===== config.mk =====
export PLATFORM = sky130hd
export DESIGN_NAME = fetch_unit_nw_flat
export DESIGN_NICKNAME = d
export VERILOG_FILES = /design/src/rtl/fetch_pkg.sv /design/src/rtl/fetch_unit_nw_if.sv /design/src/rtl/fetch_queue.sv /design/src/rtl/fetch_unit_nw.sv /design/src/flat_wrapper.sv
export SDC_FILE = /design/constraint.sdc
export NUM_CORES = 1
export LEC_CHECK = 0
export ABC_AREA = 1
export BUFFER_PORTS_ARGS = -buffer_cell sky130_fd_sc_hd__buf_2
export CAP_MARGIN = 0
export CORE_ASPECT_RATIO = 1.2
export CORE_UTILIZATION = 60
export CTS_CLUSTER_SIZE = 20
export DETAILED_ROUTE_END_ITERATION = 12
export PLACE_DENSITY = 0.81
export SKIP_LAST_GASP = 1
export SYNTH_ARGS = -nofsm -noshare
export SYNTH_HDL_FRONTEND = slang
export SYNTH_SLANG_ARGS = --single-unit

===== constraint.sdc =====
create_clock -name CLK -period 24.5 [get_ports CLK]
set_input_delay 0 -clock CLK [delete_from_list [all_inputs] [get_ports CLK]]
set_output_delay 0 -clock CLK [all_outputs]
set_load 0.02 [all_outputs]

===== src/rtl/fetch_pkg.sv =====
// Shared types and constants for the N-wide fetch stage.
package fetch_pkg;

  localparam int unsigned INSTR_BYTES     = 4;
  localparam int unsigned MAX_FETCH_WIDTH = 4;

  typedef enum logic [1:0] {
    PC_NEXT   = 2'd0,
    PC_JALR   = 2'd1,
    PC_BRANCH = 2'd2,
    PC_JUMP   = 2'd3
  } pc_src_t;

  // Decode-side view of one fetch group; lanes at or above FETCH_WIDTH are unused.
  typedef struct packed {
    logic [MAX_FETCH_WIDTH-1:0][31:0] pc;
    logic [MAX_FETCH_WIDTH-1:0][31:0] instr;
  } fetch_bundle_t;

endpackage


===== src/rtl/fetch_unit_nw_if.sv =====
// Redirect, instruction-memory and decode signals of the fetch stage.
interface fetch_unit_nw_if
  import fetch_pkg::*;
#(
  parameter int unsigned FETCH_WIDTH = 2,
  parameter int unsigned QUEUE_DEPTH = 4
) ();

  logic [31:0]                  jalr_pc;
  logic [31:0]                  branch_pc;
  logic [31:0]                  jump_pc;
  pc_src_t                      pc_source;
  logic                         ld_haz;
  logic                         imem_req;
  logic [31:0]                  imem_addr;
  logic [32*FETCH_WIDTH-1:0]    imem_rdata;
  logic                         dec_valid;
  logic                         dec_ready;
  logic [32*FETCH_WIDTH-1:0]    dec_pc;
  logic [32*FETCH_WIDTH-1:0]    dec_instr;
  logic [$clog2(QUEUE_DEPTH):0] queue_count;

  modport master (
    input  jalr_pc, branch_pc, jump_pc, pc_source, ld_haz, imem_rdata, dec_ready,
    output imem_req, imem_addr, dec_valid, dec_pc, dec_instr, queue_count
  );

  modport slave (
    output jalr_pc, branch_pc, jump_pc, pc_source, ld_haz, imem_rdata, dec_ready,
    input  imem_req, imem_addr, dec_valid, dec_pc, dec_instr, queue_count
  );

endinterface


===== src/rtl/fetch_queue.sv =====
// Circular FIFO of fetch bundles with synchronous flush; head is read from registered storage.
module fetch_queue #(
  parameter int unsigned Width = 128,
  parameter int unsigned Depth = 4
) (
  input  logic                     clk_i,
  input  logic                     rst_i,
  input  logic                     push_i,
  input  logic [Width-1:0]         push_data_i,
  input  logic                     pop_i,
  input  logic                     flush_i,
  output logic                     valid_o,
  output logic [Width-1:0]         head_o,
  output logic [$clog2(Depth):0]   count_o
);

  localparam int unsigned PtrW = $clog2(Depth);
  localparam int unsigned CntW = PtrW + 1;

  logic [Width-1:0] mem_q [Depth];
  logic [PtrW-1:0]  rd_q, wr_q;
  logic [CntW-1:0]  count_q;
  logic             do_pop;

  assign do_pop  = pop_i && (count_q != '0);
  assign valid_o = (count_q != '0);
  assign head_o  = mem_q[rd_q];
  assign count_o = count_q;

  always_ff @(posedge clk_i) begin
    if (rst_i) begin
      rd_q    <= '0;
      wr_q    <= '0;
      count_q <= '0;
      for (int i = 0; i < Depth; i++) mem_q[i] <= '0;
    end else if (flush_i) begin
      rd_q    <= '0;
      wr_q    <= '0;
      count_q <= '0;
    end else begin
      if (push_i) begin
        mem_q[wr_q] <= push_data_i;
        wr_q        <= wr_q + 1'b1;
      end
      if (do_pop) rd_q <= rd_q + 1'b1;
      count_q <= count_q + CntW'(push_i) - CntW'(do_pop);
    end
  end

  always_ff @(posedge clk_i) begin
    if (!rst_i && !flush_i && push_i) assert (count_q < CntW'(Depth));
  end

endmodule


===== src/rtl/fetch_unit_nw.sv =====
// N-wide fetch stage: PC, redirect mux, credit-gated issue and response push into the queue.
// Optional perf counters are enabled by defining FETCH_PERF_EN.
module fetch_unit_nw
  import fetch_pkg::*;
#(
  parameter int unsigned FETCH_WIDTH = 2,
  parameter int unsigned QUEUE_DEPTH = 4,
  parameter logic [31:0] RESET_PC    = 32'h0
) (
  input  logic            CLK,
  input  logic            EXT_RESET,
  fetch_unit_nw_if.master bus
`ifdef FETCH_PERF_EN
  ,
  output logic [31:0]     perf_bundles,
  output logic [31:0]     perf_stall_cycles,
  output logic [31:0]     perf_flushes
`endif
);

  localparam int unsigned CntW       = $clog2(QUEUE_DEPTH) + 1;
  localparam int unsigned LaneBits   = 32 * FETCH_WIDTH;
  localparam logic [31:0] GroupBytes = 32'(INSTR_BYTES * FETCH_WIDTH);

  logic [31:0]         pc_q, pc_d, pend_addr_q, target;
  logic                pend_q, redirect, credit_ok, issue, push, pop;
  logic [CntW-1:0]     count;
  logic [CntW:0]       in_flight;
  logic [2*LaneBits-1:0] push_data, head_data;
  logic                head_valid;

  assign redirect  = (bus.pc_source != PC_NEXT);
  assign in_flight = {1'b0, count} + (CntW + 1)'(pend_q);
  assign credit_ok = in_flight < (CntW + 1)'(QUEUE_DEPTH);
  assign issue     = !EXT_RESET && !redirect && !bus.ld_haz && credit_ok;
  // A redirect kills the response in flight and overrides any same-cycle pop.
  assign push      = pend_q && !redirect && !EXT_RESET;
  assign pop       = head_valid && bus.dec_ready && !redirect;

  always_comb begin
    target = bus.jalr_pc;
    unique case (bus.pc_source)
      PC_JALR:   target = bus.jalr_pc;
      PC_BRANCH: target = bus.branch_pc;
      PC_JUMP:   target = bus.jump_pc;
      default:   target = bus.jalr_pc;
    endcase
  end

  always_comb begin
    pc_d = pc_q;
    if (redirect)   pc_d = {target[31:2], 2'b00};
    else if (issue) pc_d = pc_q + GroupBytes;
  end

  // Low half of a bundle holds lane PCs, high half holds lane instructions.
  always_comb begin
    push_data = '0;
    for (int i = 0; i < FETCH_WIDTH; i++) begin
      push_data[32*i +: 32]            = pend_addr_q + 32'(INSTR_BYTES * i);
      push_data[LaneBits + 32*i +: 32] = bus.imem_rdata[32*i +: 32];
    end
  end

  always_ff @(posedge CLK) begin
    if (EXT_RESET) begin
      pc_q        <= RESET_PC;
      pend_q      <= 1'b0;
      pend_addr_q <= '0;
    end else begin
      pc_q   <= pc_d;
      pend_q <= issue;
      if (issue) pend_addr_q <= pc_q;
    end
  end

  fetch_queue #(
    .Width (2 * LaneBits),
    .Depth (QUEUE_DEPTH)
  ) u_queue (
    .clk_i       (CLK),
    .rst_i       (EXT_RESET),
    .push_i      (push),
    .push_data_i (push_data),
    .pop_i       (pop),
    .flush_i     (redirect),
    .valid_o     (head_valid),
    .head_o      (head_data),
    .count_o     (count)
  );

  assign bus.imem_req    = issue;
  assign bus.imem_addr   = pc_q;
  assign bus.dec_valid   = head_valid;
  assign bus.dec_pc      = head_data[LaneBits-1:0];
  assign bus.dec_instr   = head_data[2*LaneBits-1:LaneBits];
  assign bus.queue_count = count;

`ifdef FETCH_PERF_EN
  logic [31:0] bundles_q, stalls_q, flushes_q;

  always_ff @(posedge CLK) begin
    if (EXT_RESET) begin
      bundles_q <= '0;
      stalls_q  <= '0;
      flushes_q <= '0;
    end else begin
      if (push)                        bundles_q <= bundles_q + 32'd1;
      if (bus.ld_haz || !credit_ok)    stalls_q  <= stalls_q + 32'd1;
      if (redirect)                    flushes_q <= flushes_q + 32'd1;
    end
  end

  assign perf_bundles      = bundles_q;
  assign perf_stall_cycles = stalls_q;
  assign perf_flushes      = flushes_q;
`endif

endmodule

===== src/flat_wrapper.sv =====
// flat-port wrapper written by rule: the top's interface ports become plain ports
module fetch_unit_nw_flat import fetch_pkg::*;
#(
  parameter int unsigned FETCH_WIDTH = 2,
  parameter int unsigned QUEUE_DEPTH = 4,
  parameter logic [31:0] RESET_PC    = 32'h0
)
  (CLK, EXT_RESET, bus_jalr_pc, bus_branch_pc, bus_jump_pc, bus_pc_source, bus_ld_haz, bus_imem_rdata, bus_dec_ready, bus_imem_req, bus_imem_addr, bus_dec_valid, bus_dec_pc, bus_dec_instr, bus_queue_count);
  fetch_unit_nw_if #(.FETCH_WIDTH(FETCH_WIDTH), .QUEUE_DEPTH(QUEUE_DEPTH)) bus_i ();
  input  logic CLK;
  input  logic EXT_RESET;
  input wire logic [$bits(bus_i.jalr_pc)-1:0] bus_jalr_pc;
  input wire logic [$bits(bus_i.branch_pc)-1:0] bus_branch_pc;
  input wire logic [$bits(bus_i.jump_pc)-1:0] bus_jump_pc;
  input wire logic [$bits(bus_i.pc_source)-1:0] bus_pc_source;
  input wire logic [$bits(bus_i.ld_haz)-1:0] bus_ld_haz;
  input wire logic [$bits(bus_i.imem_rdata)-1:0] bus_imem_rdata;
  input wire logic [$bits(bus_i.dec_ready)-1:0] bus_dec_ready;
  output wire logic [$bits(bus_i.imem_req)-1:0] bus_imem_req;
  output wire logic [$bits(bus_i.imem_addr)-1:0] bus_imem_addr;
  output wire logic [$bits(bus_i.dec_valid)-1:0] bus_dec_valid;
  output wire logic [$bits(bus_i.dec_pc)-1:0] bus_dec_pc;
  output wire logic [$bits(bus_i.dec_instr)-1:0] bus_dec_instr;
  output wire logic [$bits(bus_i.queue_count)-1:0] bus_queue_count;
  assign bus_i.jalr_pc = bus_jalr_pc;
  assign bus_i.branch_pc = bus_branch_pc;
  assign bus_i.jump_pc = bus_jump_pc;
  assign bus_i.pc_source = bus_pc_source;
  assign bus_i.ld_haz = bus_ld_haz;
  assign bus_i.imem_rdata = bus_imem_rdata;
  assign bus_i.dec_ready = bus_dec_ready;
  assign bus_imem_req = bus_i.imem_req;
  assign bus_imem_addr = bus_i.imem_addr;
  assign bus_dec_valid = bus_i.dec_valid;
  assign bus_dec_pc = bus_i.dec_pc;
  assign bus_dec_instr = bus_i.dec_instr;
  assign bus_queue_count = bus_i.queue_count;
  fetch_unit_nw #(.FETCH_WIDTH(FETCH_WIDTH), .QUEUE_DEPTH(QUEUE_DEPTH), .RESET_PC(RESET_PC)) u_core (.CLK(CLK), .EXT_RESET(EXT_RESET), .bus(bus_i));
endmodule

### Word-level counts from Yosys, hierarchy flattened

Memory sizes are Yosys's and may differ from the RTL's. A register that Yosys moved wholly into a read port is not among the register bits.
Index checks and enable logic that the tools add are counted.
Widths: inputs -> output; s select.

| word-level totals | value |
|---|---|
| bits in registers | 72 |
| latch bits | 0 |
| memory bits (writable) | 512 |
| bits in read-only memories | 0 |
| bits of input ports | 166 |
| output and inout bits | 165 |
| memories | 1 |

Memories:

| name | words | bits a word | rd ports | clocked after memory_dff | wr ports | RTL line | text |
|---|---|---|---|---|---|---|---|
| u_core.u_queue.mem_q | 4 | 128 | 1 | 1 | 4 | fetch_queue.sv:20 | `logic [Width-1:0] mem_q [Depth];` |

| operators by class | value |
|---|---|
| add/sub/neg operators | 7 |
| multipliers | 0 |
| div/mod/pow operators | 0 |
| $lt $le $gt $ge | 1 |
| equal/unequal tests | 2 |
| shift operators | 0 |
| mux-type cells | 14 |
| bitwise gates (word level) | 0 |
| reduce and logical (&&, ||, !) cells | 16 |

Operators by type and width:

| cell | number |
|---|---|
| $mux 128 | 1 |
| $reduce_or 128->1 | 1 |
| $mux 32 | 2 |
| $pmux 32 s2 | 1 |
| $add 32x3->32 const B | 1 |
| $add 32x4->32 const B | 1 |
| $logic_and 1x1->1 | 8 |
| $mux 1 | 7 |
| $mux 2 | 3 |
| $add 2x1->2 const B | 2 |
| $add 3x1->4 | 1 |
| $eq 2x2->1 const B | 2 |
| $lt 4x3->1 const B | 1 |
| $reduce_bool 2->1 | 2 |
| $add 3x1->3 | 1 |
| $logic_not 1->1 | 3 |
| $reduce_bool 3->1 | 1 |
| $sub 3x1->3 | 1 |
| $reduce_or 2->1 | 1 |

### Longest topological paths before layout

| depth | value |
|---|---|
| depth in word-level cells | 10 |
| depth in mapped cells | 13 |
| mapped depth without buffers | 11 |

### Cells and area by module

Synthesis repeated with hierarchy kept, for this count alone.

| unflattened totals | value |
|---|---|
| cells, all modules | 2827 |
| area, all modules | 27510.1 sq um |

Modules (own cells, without submodules):

| module | instances | cells an instance | area each (sq um) | sequential area each (sq um) |
|---|---|---|---|---|
| fetch_queue | 1 | 2123 | 23145.9 | 15554.9 |
| fetch_unit_nw | 1 | 704 | 4364.2 | 1221.2 |

### Least setup slack after synthesis

OpenSTA, ideal clock, no wires.

| timing path | value |
|---|---|
| path type | register to register |
| from | reg u_core.pend_q |
| to | mem u_core.u_queue.mem_q[3][100], enable pin |
| setup time | 790 ps |
| data arrival time | 10012 ps |
| slack | 13697 ps |
| cell stages (with the launch flop) | 6 |
| path through | dfxtp_1 > inv_1 > nor2_4 > inv_2 > clkbuf_1 > a211oi_1 |

RTL lines:

| what | RTL line | text |
|---|---|---|
| start, declared | fetch_unit_nw.sv:26 | `logic pend_q, redirect, credit_ok, issue, push, pop;` |
| start signal, assigned | fetch_unit_nw.sv:72 | `pend_q <= issue;` |
| end, declared | fetch_queue.sv:20 |  |

==> impl_metrics.json <==
{
  "critical_path.n_buffers_inverters": 5,
  "core.rowCount": 82,
  "syn2layout_area_growth_pct": 18.7,
  "cells_along_the_critical_path": "dlygate4sd3_1, buf_2, nor2_4, dlygate4sd3_1, nand2_4, nor2_4, inv_4, nor2_4, nand2_4, nand2_4, buf_4",
  "grtUsageTotal": 0.325,
  "cpPeakStageDelay_ns": 0.82,
  "fp.dieH_um": 228,
  "number_of_antenna_violations_at_the_first_check_in_global_routing": 0,
  "synth.cell_area_sq_mm": 0.0255,
  "synth_enable_flop_cells": 496,
  "final_layout_size_suffix_gt1_frac": 0.144,
  "post_synth_xor_area_fraction": 0.00653,
  "gp_congestion": 0.865,
  "tritoncts_clock_tree": "built",
  "timing.hold.worst.class": "in -> reg",
  "wirelength_um": 71800,
  "grt_pass1_vias": 21100,
  "synth-seq-cells": 566,
  "cts-buffers-inserted": 52,
  "worst_setup_path_end_kind": "flip-flop",
  "first_pass_grt_wire_length_um": 109000,
  "core_area_sq_mm": 0.0419,
  "synth_flop_cell": "edfxtp_1",
  "total_leakage_power_nw": 12.2,
  "grt_start_max_net_pins": 164,
  "fin_cells": 3603,
  "clk_latency_ns": 0.57,
  "max_cap_viol_count": 0,
  "post_synth_inst_count": 2650,
  "slew_violations": 0,
  "criticalPathCategory": "in -> reg",
  "power-per-cell-area_mw_per_mm2": 67.6,
  "num-nets-final": 3188,
  "rsz0062_at_grt": "no",
  "critPathTopFamily": "buffers and inverters",
  "cts_root_buf": "clkbuf_16",
  "synth-compound-area-share": 0.110,
  "yosys-mux-area-fraction": 0.00196,
  "synth_fa_ha_area_frac": 0.00324,
  "routedWlPerCell_um": 19.9,
  "clk_pin_slew_worst_paths_ns": 0.06,
  "cp_data_required_time_ns": 24.70,
  "startpoint_type": "input port",
  "initial_utilization": 0.609,
  "finalPower_w": 0.00205,
  "drt_drc_violations_left": 0,
  "tritoncts_num_sinks": 566,
  "detail_route.vias_per_cell": 5.89,
  "postSynth.asyncResetShare": 0,
  "synth_simple_gate_area_share": 0.183,
  "h-tree-depth": 2,
  "die_x_um": 190,
  "layout.filler_cells": 2868,
  "mostFrequentLayoutCells": "nor2_1 (831), edfxtp_1 (496), o21ai_0 (330)",
  "hpwl_um": 40200,
  "maximum_clock_frequency_ghz": 0.212,
  "num_antenna_cells": 0,
  "numPlacedInstances": 3375,
  "ys_seq_area_frac": 0.639,
  "period_share": 0.193,
  "detail_route.first_pass.iterations": 6,
  "fp.dieArea_sq_mm": 0.0433,
  "hold_viol": 0,
  "clock_tree.buffer_depth": 3,
  "drtAntennaViolNets": 0,
  "actual_transition_at_the_worst_max_transition_pin_ns": 1.30,
  "critPathMaxFanout": 57,
  "largest_family_of_logic_cells_by_synthesized_area": "simple AND/OR/NAND/NOR gates",
  "period_minus_slack_ns": 4.72,
  "fin_skew_ns": 0.00886,
  "io_pins": 331,
  "vias": 21200,
  "ys_warn_count": 0,
  "cts.repair_timing.setup_buffer_count": 0,
  "detailedRoute.firstIterationViolations": 2102,
  "max-slew-margin-rel": 0.128,
  "critPathArrivalTime_ns": 4.92,
  "peakVddDrop_mv": 0.0470,
  "layout_commonest_cell": "nor2_1",
  "setup_viol": 0,
  "synth_cell_types": 35,
  "cpMaxStageDelayCell": "dlygate4sd3_1",
  "grt_overflow_total": 0,
  "synth.avg_cell_area_sq_um": 9.62,
  "run_status": "finished clean",
  "summed_negative_setup_slack_over_all_endpoints_ns": 0,
  "number_of_buffers_added_on_ports": 318
}
==> worst register-to-register path: cells and delay by family (launching register included) <==
kind	cells	cell delay, ns
and+or+nand+nor	4	1.82
buffers and inverters	3	1.17
DFF	1	0.39
==> through the flow <==
step                      hold slack (ns)  instance area [sq um]  setup slack (ns)   util
after floorplan                     0.152                  25500             13.70      -
after global placement              0.270                  27200             20.14  0.651
after detailed placement            0.274                  27200             20.13  0.651
after CTS                         0.00222                  30300             19.87  0.723
after global routing               0.0604                  30300             19.64  0.723
final                              0.0258                  30300             19.78  0.723
==> logic make-up after synthesis <==
group	Yosys count
flops	566
compound gates	523
mux	5
buf+inv	340
fa+ha+maj	6
other cells	1
xor+xnor	19
simple gates	1190
==> synthesized netlist by cell type, types with 22 or more instances <==
cell      number  area, sq um
buf_2         25          125
o21ai_0      330         1650
inv_1        165          619
clkbuf_1     104          390
edfxtp_1     496        14900
nand3_1       62          310
dfxtp_1       70         1400
nor2_1       831         3120
o22ai_1      124          776
nor3_1        22          110
a21oi_1       54          270
nand2_1      250          938
==> where the power goes <==
part,switching [W],internal [W],total [W]
Combinational,0.0000909,0.0000505,0.000141
Clock,0.000345,0.000461,0.000806
Sequential,0.0000182,0.00108,0.00110
==> cell type report <==
class | instances | area (sq um) | share of cell area
tap | 546 | 683 | 0.0226
clock buffer | 62 | 1370 | 0.0453
inverter | 175 | 666 | 0.0220
timing repair buffer | 472 | 3080 | 0.102
multi-input combinational | 1749 | 7840 | 0.259
clock inverter | 33 | 314 | 0.0104
sequential | 566 | 16300 | 0.539
==> sequential cells by signal, summed over array words and instances, names as in the netlist, named ones only <==
| signal | cells |
|---|---|
| u_core.u_queue.count_o | 3 |
| u_core.pend_q | 1 |
| u_core.u_queue.rd_q | 2 |
| u_core.bus.imem_addr | 30 |
| u_core.u_queue.mem_q | 496 |
| u_core.pend_addr_q | 30 |
| u_core.u_queue.wr_q | 2 |
==> timing repair <==
item,in CTS,in global routing
hold endpoints to repair,295,0
gates resized for setup,0,0
hold buffers,133,0
==> metal layers <==
layer | GRT usage | share of wire | vias to the layer above
met3 | 0.0485 | 0.089 | 208
met1 | 0.383 | 0.36 | 10100
met2 | 0.572 | 0.51 | 1222
li1 | - | - | 9707
met4 | 0.169 | 0.049 | 0
met5 | 0 | 0 | -
==> final timing paths <==
path	slack, ns	depth (start not counted)	endpoint	start
worst max-delay path	19.78	11	u_core.u_queue.mem_q[2][80]	bus_pc_source[0]
worst min-delay path	0.03	6	u_core.bus.imem_addr[7]	bus_pc_source[1]
worst max register to register	20.71	7	u_core.u_queue.mem_q[2][80]	u_core.pend_q
worst min register to register	0.48	2	flip-flop	u_core.u_queue.rd_q[1]
(Power assumes the default switching activity.)
